$ cat config.mk
export PLATFORM = sky130hd
export DESIGN_NAME = sam_spi_reg_slave
export DESIGN_NICKNAME = d
export VERILOG_FILES = /design/src/rtl/sam_spi_reg_slave.sv
export SDC_FILE = /design/constraint.sdc
export NUM_CORES = 1
export LEC_CHECK = 0
export ABC_AREA = 1
export BUFFER_PORTS_ARGS = -buffer_cell sky130_fd_sc_hd__buf_2
export CORE_AREA = 2 2 85 87
export CTS_CLUSTER_DIAMETER = 200
export DETAILED_ROUTE_END_ITERATION = 8
export DIE_AREA = 0 0 87 89
export GPL_TIMING_DRIVEN = 0
export PLACE_DENSITY = 0.68
export SLEW_MARGIN = 20
export SYNTH_ARGS = -nofsm -noshare
export SYNTH_HDL_FRONTEND = slang
export SYNTH_SLANG_ARGS = --single-unit
$ cat constraint.sdc
create_clock -name iCLK -period 2.6 [get_ports iCLK]
set_input_delay 0.26 -clock iCLK [delete_from_list [all_inputs] [get_ports iCLK]]
set_output_delay 0.26 -clock iCLK [all_outputs]
set_load 0.005 [all_outputs]
$ cat src/rtl/sam_spi_reg_slave.sv
`default_nettype none
// ============================================================================
// Module      : sam_spi_reg_slave
// Description : SPI mode-0 responder, iCLK-oversampled, mapping host frames
//               onto single-cycle register read/write strobes.
// Revision    : 1.0 - initial release
// ============================================================================
module sam_spi_reg_slave #(
    parameter int ADDR_W      = 7,
    parameter int SYNC_STAGES = 2
) (
    input  logic              iCLK,
    input  logic              iRESETn,
    input  logic              iSPI_SCK,
    input  logic              iSPI_CSn,
    input  logic              iSPI_MOSI,
    output logic              oSPI_MISO,
    output logic              oSPI_MISO_OE,
    output logic [ADDR_W-1:0] oREG_ADDR,
    output logic              oREG_WR,
    output logic [7:0]        oREG_WDATA,
    output logic              oREG_RD,
    input  logic [7:0]        iREG_RDATA,
    output logic              oBUSY,
    output logic              oFRAME_DONE
);

    localparam logic [1:0]        c_st_idle  = 2'd0;
    localparam logic [1:0]        c_st_cmd   = 2'd1;
    localparam logic [1:0]        c_st_data  = 2'd2;
    localparam logic [ADDR_W-1:0] c_addr_one = ADDR_W'(1);

    logic [SYNC_STAGES-1:0] sck_sync_q, csn_sync_q, mosi_sync_q, vld_q;
    logic                   sck_prev_q, csn_prev_q;
    logic                   armed_q, armed_d;
    logic [1:0]             state_q, state_d;
    logic [2:0]             bit_cnt_q, bit_cnt_d;
    logic [7:0]             rx_q, rx_d;
    logic [7:0]             tx_q, tx_d;
    logic [ADDR_W-1:0]      addr_q, addr_d;
    logic                   rd_flag_q, rd_flag_d;
    logic                   miso_q, miso_d;
    logic                   oe_q;
    logic                   wr_q, wr_d;
    logic [7:0]             wdata_q, wdata_d;
    logic                   rd_q, rd_d;
    logic                   done_q, done_d;
    logic                   busy_q, busy_d;
    logic                   inc_q, inc_d;
    logic                   cap_q;

    logic       w_sck, w_csn, w_mosi, w_vld;
    logic       w_sck_rise, w_sck_fall, w_csn_rise, w_csn_fall;
    logic [7:0] w_rx_byte;

    assign w_sck      = sck_sync_q[SYNC_STAGES-1];
    assign w_csn      = csn_sync_q[SYNC_STAGES-1];
    assign w_mosi     = mosi_sync_q[SYNC_STAGES-1];
    assign w_vld      = vld_q[SYNC_STAGES-1];
    assign w_sck_rise = w_sck & ~sck_prev_q;
    assign w_sck_fall = ~w_sck & sck_prev_q;
    assign w_csn_rise = w_csn & ~csn_prev_q;
    assign w_csn_fall = ~w_csn & csn_prev_q;
    assign w_rx_byte  = {rx_q[6:0], w_mosi};

    always_ff @(posedge iCLK or negedge iRESETn) begin
        if (!iRESETn) begin
            sck_sync_q  <= '0;
            csn_sync_q  <= '1;
            mosi_sync_q <= '0;
            vld_q       <= '0;
            sck_prev_q  <= 1'b0;
            csn_prev_q  <= 1'b1;
        end else begin
            sck_sync_q  <= {sck_sync_q[SYNC_STAGES-2:0], iSPI_SCK};
            csn_sync_q  <= {csn_sync_q[SYNC_STAGES-2:0], iSPI_CSn};
            mosi_sync_q <= {mosi_sync_q[SYNC_STAGES-2:0], iSPI_MOSI};
            vld_q       <= {vld_q[SYNC_STAGES-2:0], 1'b1};
            sck_prev_q  <= w_sck;
            csn_prev_q  <= w_csn;
        end
    end

    always_comb begin
        state_d   = state_q;
        bit_cnt_d = bit_cnt_q;
        rx_d      = rx_q;
        tx_d      = tx_q;
        addr_d    = addr_q;
        rd_flag_d = rd_flag_q;
        miso_d    = miso_q;
        wdata_d   = wdata_q;
        busy_d    = busy_q;
        wr_d      = 1'b0;
        rd_d      = 1'b0;
        done_d    = 1'b0;
        inc_d     = 1'b0;
        // The synchroniser reset value of CSn is not a real sample, so only a
        // genuinely observed high level arms frame detection.
        armed_d   = armed_q | (w_vld & w_csn);

        if (inc_q) addr_d = addr_q + c_addr_one;
        if (cap_q) tx_d = iREG_RDATA;

        if (w_csn_rise) begin
            state_d   = c_st_idle;
            busy_d    = 1'b0;
            miso_d    = 1'b0;
            bit_cnt_d = 3'd0;
            rx_d      = 8'd0;
            done_d    = (state_q == c_st_data);
        end else begin
            case (state_q)
                c_st_idle: begin
                    if (armed_q && w_csn_fall) begin
                        state_d   = c_st_cmd;
                        busy_d    = 1'b1;
                        bit_cnt_d = 3'd0;
                        rx_d      = 8'd0;
                        miso_d    = 1'b0;
                    end
                end
                c_st_cmd: begin
                    if (w_sck_rise) begin
                        rx_d      = w_rx_byte;
                        bit_cnt_d = bit_cnt_q + 3'd1;
                        if (bit_cnt_q == 3'd7) begin
                            addr_d    = w_rx_byte[ADDR_W-1:0];
                            rd_flag_d = w_rx_byte[7];
                            rd_d      = w_rx_byte[7];
                            state_d   = c_st_data;
                        end
                    end
                end
                c_st_data: begin
                    if (w_sck_rise) begin
                        rx_d      = w_rx_byte;
                        bit_cnt_d = bit_cnt_q + 3'd1;
                        if (bit_cnt_q == 3'd7) begin
                            if (rd_flag_q) begin
                                addr_d = addr_q + c_addr_one;
                                rd_d   = 1'b1;
                            end else begin
                                wr_d    = 1'b1;
                                wdata_d = w_rx_byte;
                                inc_d   = 1'b1;
                            end
                        end
                    end
                    if (w_sck_fall && rd_flag_q) begin
                        miso_d = tx_q[7];
                        tx_d   = {tx_q[6:0], 1'b0};
                    end
                end
                default: state_d = c_st_idle;
            endcase
        end
    end

    always_ff @(posedge iCLK or negedge iRESETn) begin
        if (!iRESETn) begin
            armed_q   <= 1'b0;
            state_q   <= c_st_idle;
            bit_cnt_q <= 3'd0;
            rx_q      <= 8'd0;
            tx_q      <= 8'd0;
            addr_q    <= '0;
            rd_flag_q <= 1'b0;
            miso_q    <= 1'b0;
            oe_q      <= 1'b0;
            wr_q      <= 1'b0;
            wdata_q   <= 8'd0;
            rd_q      <= 1'b0;
            done_q    <= 1'b0;
            busy_q    <= 1'b0;
            inc_q     <= 1'b0;
            cap_q     <= 1'b0;
        end else begin
            armed_q   <= armed_d;
            state_q   <= state_d;
            bit_cnt_q <= bit_cnt_d;
            rx_q      <= rx_d;
            tx_q      <= tx_d;
            addr_q    <= addr_d;
            rd_flag_q <= rd_flag_d;
            miso_q    <= miso_d;
            oe_q      <= ~w_csn;
            wr_q      <= wr_d;
            wdata_q   <= wdata_d;
            rd_q      <= rd_d;
            done_q    <= done_d;
            busy_q    <= busy_d;
            inc_q     <= inc_d;
            cap_q     <= rd_q;
        end
    end

    assign oSPI_MISO    = miso_q;
    assign oSPI_MISO_OE = oe_q;
    assign oREG_ADDR    = addr_q;
    assign oREG_WR      = wr_q;
    assign oREG_WDATA   = wdata_q;
    assign oREG_RD      = rd_q;
    assign oBUSY        = busy_q;
    assign oFRAME_DONE  = done_q;

endmodule
`default_nettype wire
==> metrics.csv <==
metric;value;unit
routability cong.;0.8671;
Worst path most repeated cell;ha_1;
CP max FO;6;
max cap viols;0;
#FFs+latches synth;54;
Yosys cell types;30;
Layout Nets;382;
crit path launch;bit_cnt_q[0];
status;finished with violations;
CP max stage delay;380;ps
ant diodes;0;
Fmax achieved;0.6033;GHz
Period minus WS final;1658;ps
Inserted Clock Buffers;5;
maximum vdd drop;0.2542;mV
Worst setup SP type;flip-flop;
IO buf count;33;
Mapped Cells;322;
post-synthesis xor/xnor area fraction;0.009943;
crit-path cells;ha_1 > ha_1 > nand3_2 > a21oi_1 > nand2_1 > inv_1 > o21ai_0;
Synth warnings;0;
number of global-route vias before repair;1976;
Placed Cells;435;
synthesized cell area;0.002643;mm²
HPWL after DPL;3.760;mm
CP max stage cell;dfrtp_1;
clock sinks;54;
htree depth;2;
num ports;34;
Fillers;648;
Crit Path Category;reg2reg;
Top delay family on crit path;adder cells;
setup TNS;0;ps
pin count of the biggest net entering global routing;55;
post-detailed-route count of antenna-violating nets;0;
Sw Share;0.3363;
routed length per instance;11.74;µm
Compound-Gate Fraction of Synth Area;0.07434;
Final Hold Violating Endpoints;21;
worst-margin pin slew;672.0;ps
total grt overflow;0;
via count;2115;
internal power;0.001270;W
Post-Layout Cell Count;443;
commonest cells after routing, fill and taps aside;115 x nand2_1, 51 x dfrtp_1, 36 x buf_2, 35 x inv_1, 32 x nand3_1;
sequential share of power;0.489;
min-delay worst type;in2async;
antenna violations before repair;0;
Area Growth Syn to Fin;13.59;%
adder-cell area share of the yosys netlist;0.03314;
post-synthesis mux area share;0;
CTS Root Cell;clkbuf_8;
post-synthesis average cell area;8.207;µm²
Die H;89;µm
failing checks;hold timing;
Clock power frac;0.251;
most common cell after layout, fill and taps aside;nand2_1;
Seq/Total Area, Yosys;0.5128;
final setup vio count;0;
core area;0.006719;mm²
hold_buf cts;0;
Clock Skews;7.015;ps
post-CTS sizing;0;
layout cell share with drive strength beyond 1;0.1873;
Starting Density;0.3933;
WP data required;2780;ps
DIE WIDTH;87;µm
largest family of logic cells by synthesized area;simple AND/OR/NAND/NOR gates;
row cnt;30;
Reg-to-Reg Start;bit_cnt_q[0];
Worst Path Buf+Inv;1;
Post-CTS Setup Bufs;0;
Slew HR;0.5520;
Skew-Pair Late Insertion Delay;310;ps
synthesized net count;342;
Leakage;1.603;nW
PD cells;637.7;mW/mm²
CTS tree;done;
Post-Route WL;5.203;mm
RSZ-0062 raised after global routing;no;
sw power;0.0006438;W
Min Hold Slack;-31.62;ps
Arr. time, crit path;1840;ps
clock slew at reported path FFs;100;ps
simple-gate share of the synthesized area;0.2926;
1st-pass router iterations;4;
die area;0.007743;mm²
number of remaining DRC errors;0;
fin. max-slew vios;0;
Clock Path Buffers;2;
crit end category;flip-flop;
gr usage total;0.1489;
overall power;0.001914;W
first-pass GRT wire length;9.087;mm
post-route clock period utilization;0.6376;
drt initial violations;164;
Logic pwr share;0.260;
DR vias/cell;4.774;
## cell families (layout without fill, tap and decap cells)
family | count (synthesis) | after routing
XOR/XNOR | 3 | 3
adder cells (fa/ha/maj) | 7 | 7
other | 1 | 1
buffers and inverters | 45 | 86
flip-flops | 54 | 54
AND/OR/NAND/NOR | 182 | 182
AO/OA/AOI/OAI | 30 | 30
## path summary, 6_finish.rpt
| path | cells past startpoint | end | slack (ps) |
|---|---|---|---|
| worst min register to register | 0 | sck_sync_q[1] | 360 |
| worst max-delay path | 7 | oREG_ADDR[2] | 940 |
| min in group iCLK | 1 | csn_sync_q[0] | 50 |
| worst min-delay path | 1 | oREG_ADDR[4] | -30 |
| max in group asynchronous | 1 | oREG_ADDR[3] | 2160 |
| worst max register to register | 7 | oREG_ADDR[2] | 940 |
## synthesized netlist by cell type (all sizes together)
master / number / share of area
nor2: 24 / 0.038
inv: 36 / 0.051
o21bai: 1 / 0.0028
nand4: 2 / 0.0047
nor3: 1 / 0.0019
nand3b: 2 / 0.0057
dfrtp: 51 / 0.48
and2: 1 / 0.0024
o21ai: 16 / 0.042
conb: 1 / 0.0014
clkbuf: 1 / 0.0014
dfstp: 3 / 0.030
xnor2: 1 / 0.0033
buf: 8 / 0.023
o22ai: 1 / 0.0024
nand3: 35 / 0.072
xor2: 2 / 0.0066
nand2: 117 / 0.17
a31oi: 7 / 0.017
ha: 7 / 0.033
a21oi: 5 / 0.011
## power by group through the flow
stage / sequential (W) / clock (W) / combinational (W)
2_1_floorplan: 0.000947 / 0 / 0.000358
3_3_place_gp: 0.000951 / 0 / 0.000489
3_5_place_dp: 0.000952 / 0 / 0.000497
4_1_cts: 0.000936 / 0.000498 / 0.000501
5_1_grt: 0.000945 / 0.000536 / 0.000581
6_report: 0.000936 / 0.000481 / 0.000497
## cell type report
cell class,count,area (µm²),share of cell area
Clock buffer,7,86.33,0.02876
Sequential cell,54,1355,0.4514
Tap cell,80,100.1,0.03335
Timing Repair Buffer,33,167.7,0.05586
Buffer,9,65.06,0.02168
Multi-Input combinational cell,223,1087,0.3622
Inverter,36,135.1,0.04502
Clock inverter,1,5.005,0.001667
## state kept, by name, indices dropped and copies added (netlist names)
name	count
armed_q	1
bit_cnt_q	3
cap_q	1
csn_prev_q	1
csn_sync_q	2
inc_q	1
mosi_sync_q	2
oBUSY	1
oFRAME_DONE	1
oREG_ADDR	7
oREG_RD	1
oREG_WDATA	8
oSPI_MISO	1
oSPI_MISO_OE	1
rd_flag_q	1
rx_q	7
sck_prev_q	1
sck_sync_q	2
state_q	2
tx_q	8
vld_q	2
## stage by stage
stage | setup WS (ps) | area, µm² | util | hold WS (ps)
after CTS | 947.8 | 3002 | 0.4467 | 9.230
after global placement | 954.4 | 2908 | 0.4328 | 331.4
final | 942.3 | 3002 | 0.4467 | -31.62
after global routing | 752.1 | 3002 | 0.4467 | 26.29
after floorplan | 1155 | 2643 | - | -35.59
after detailed placement | 956.3 | 2910 | 0.4331 | 334.7
## layer usage
| layer | vias up | share of wire | wire length, µm | GRT usage |
|---|---|---|---|---|
| met5 | - | 0 | 0 | 0 |
| met4 | 0 | 0.017 | 90 | 0.05682 |
| met3 | 8 | 0.043 | 222 | 0.03324 |
| met2 | 41 | 0.47 | 2451 | 0.2415 |
| met1 | 975 | 0.47 | 2439 | 0.1950 |
| li1 | 1091 | - | - | - |
Power figures use the tool's default switching activity.
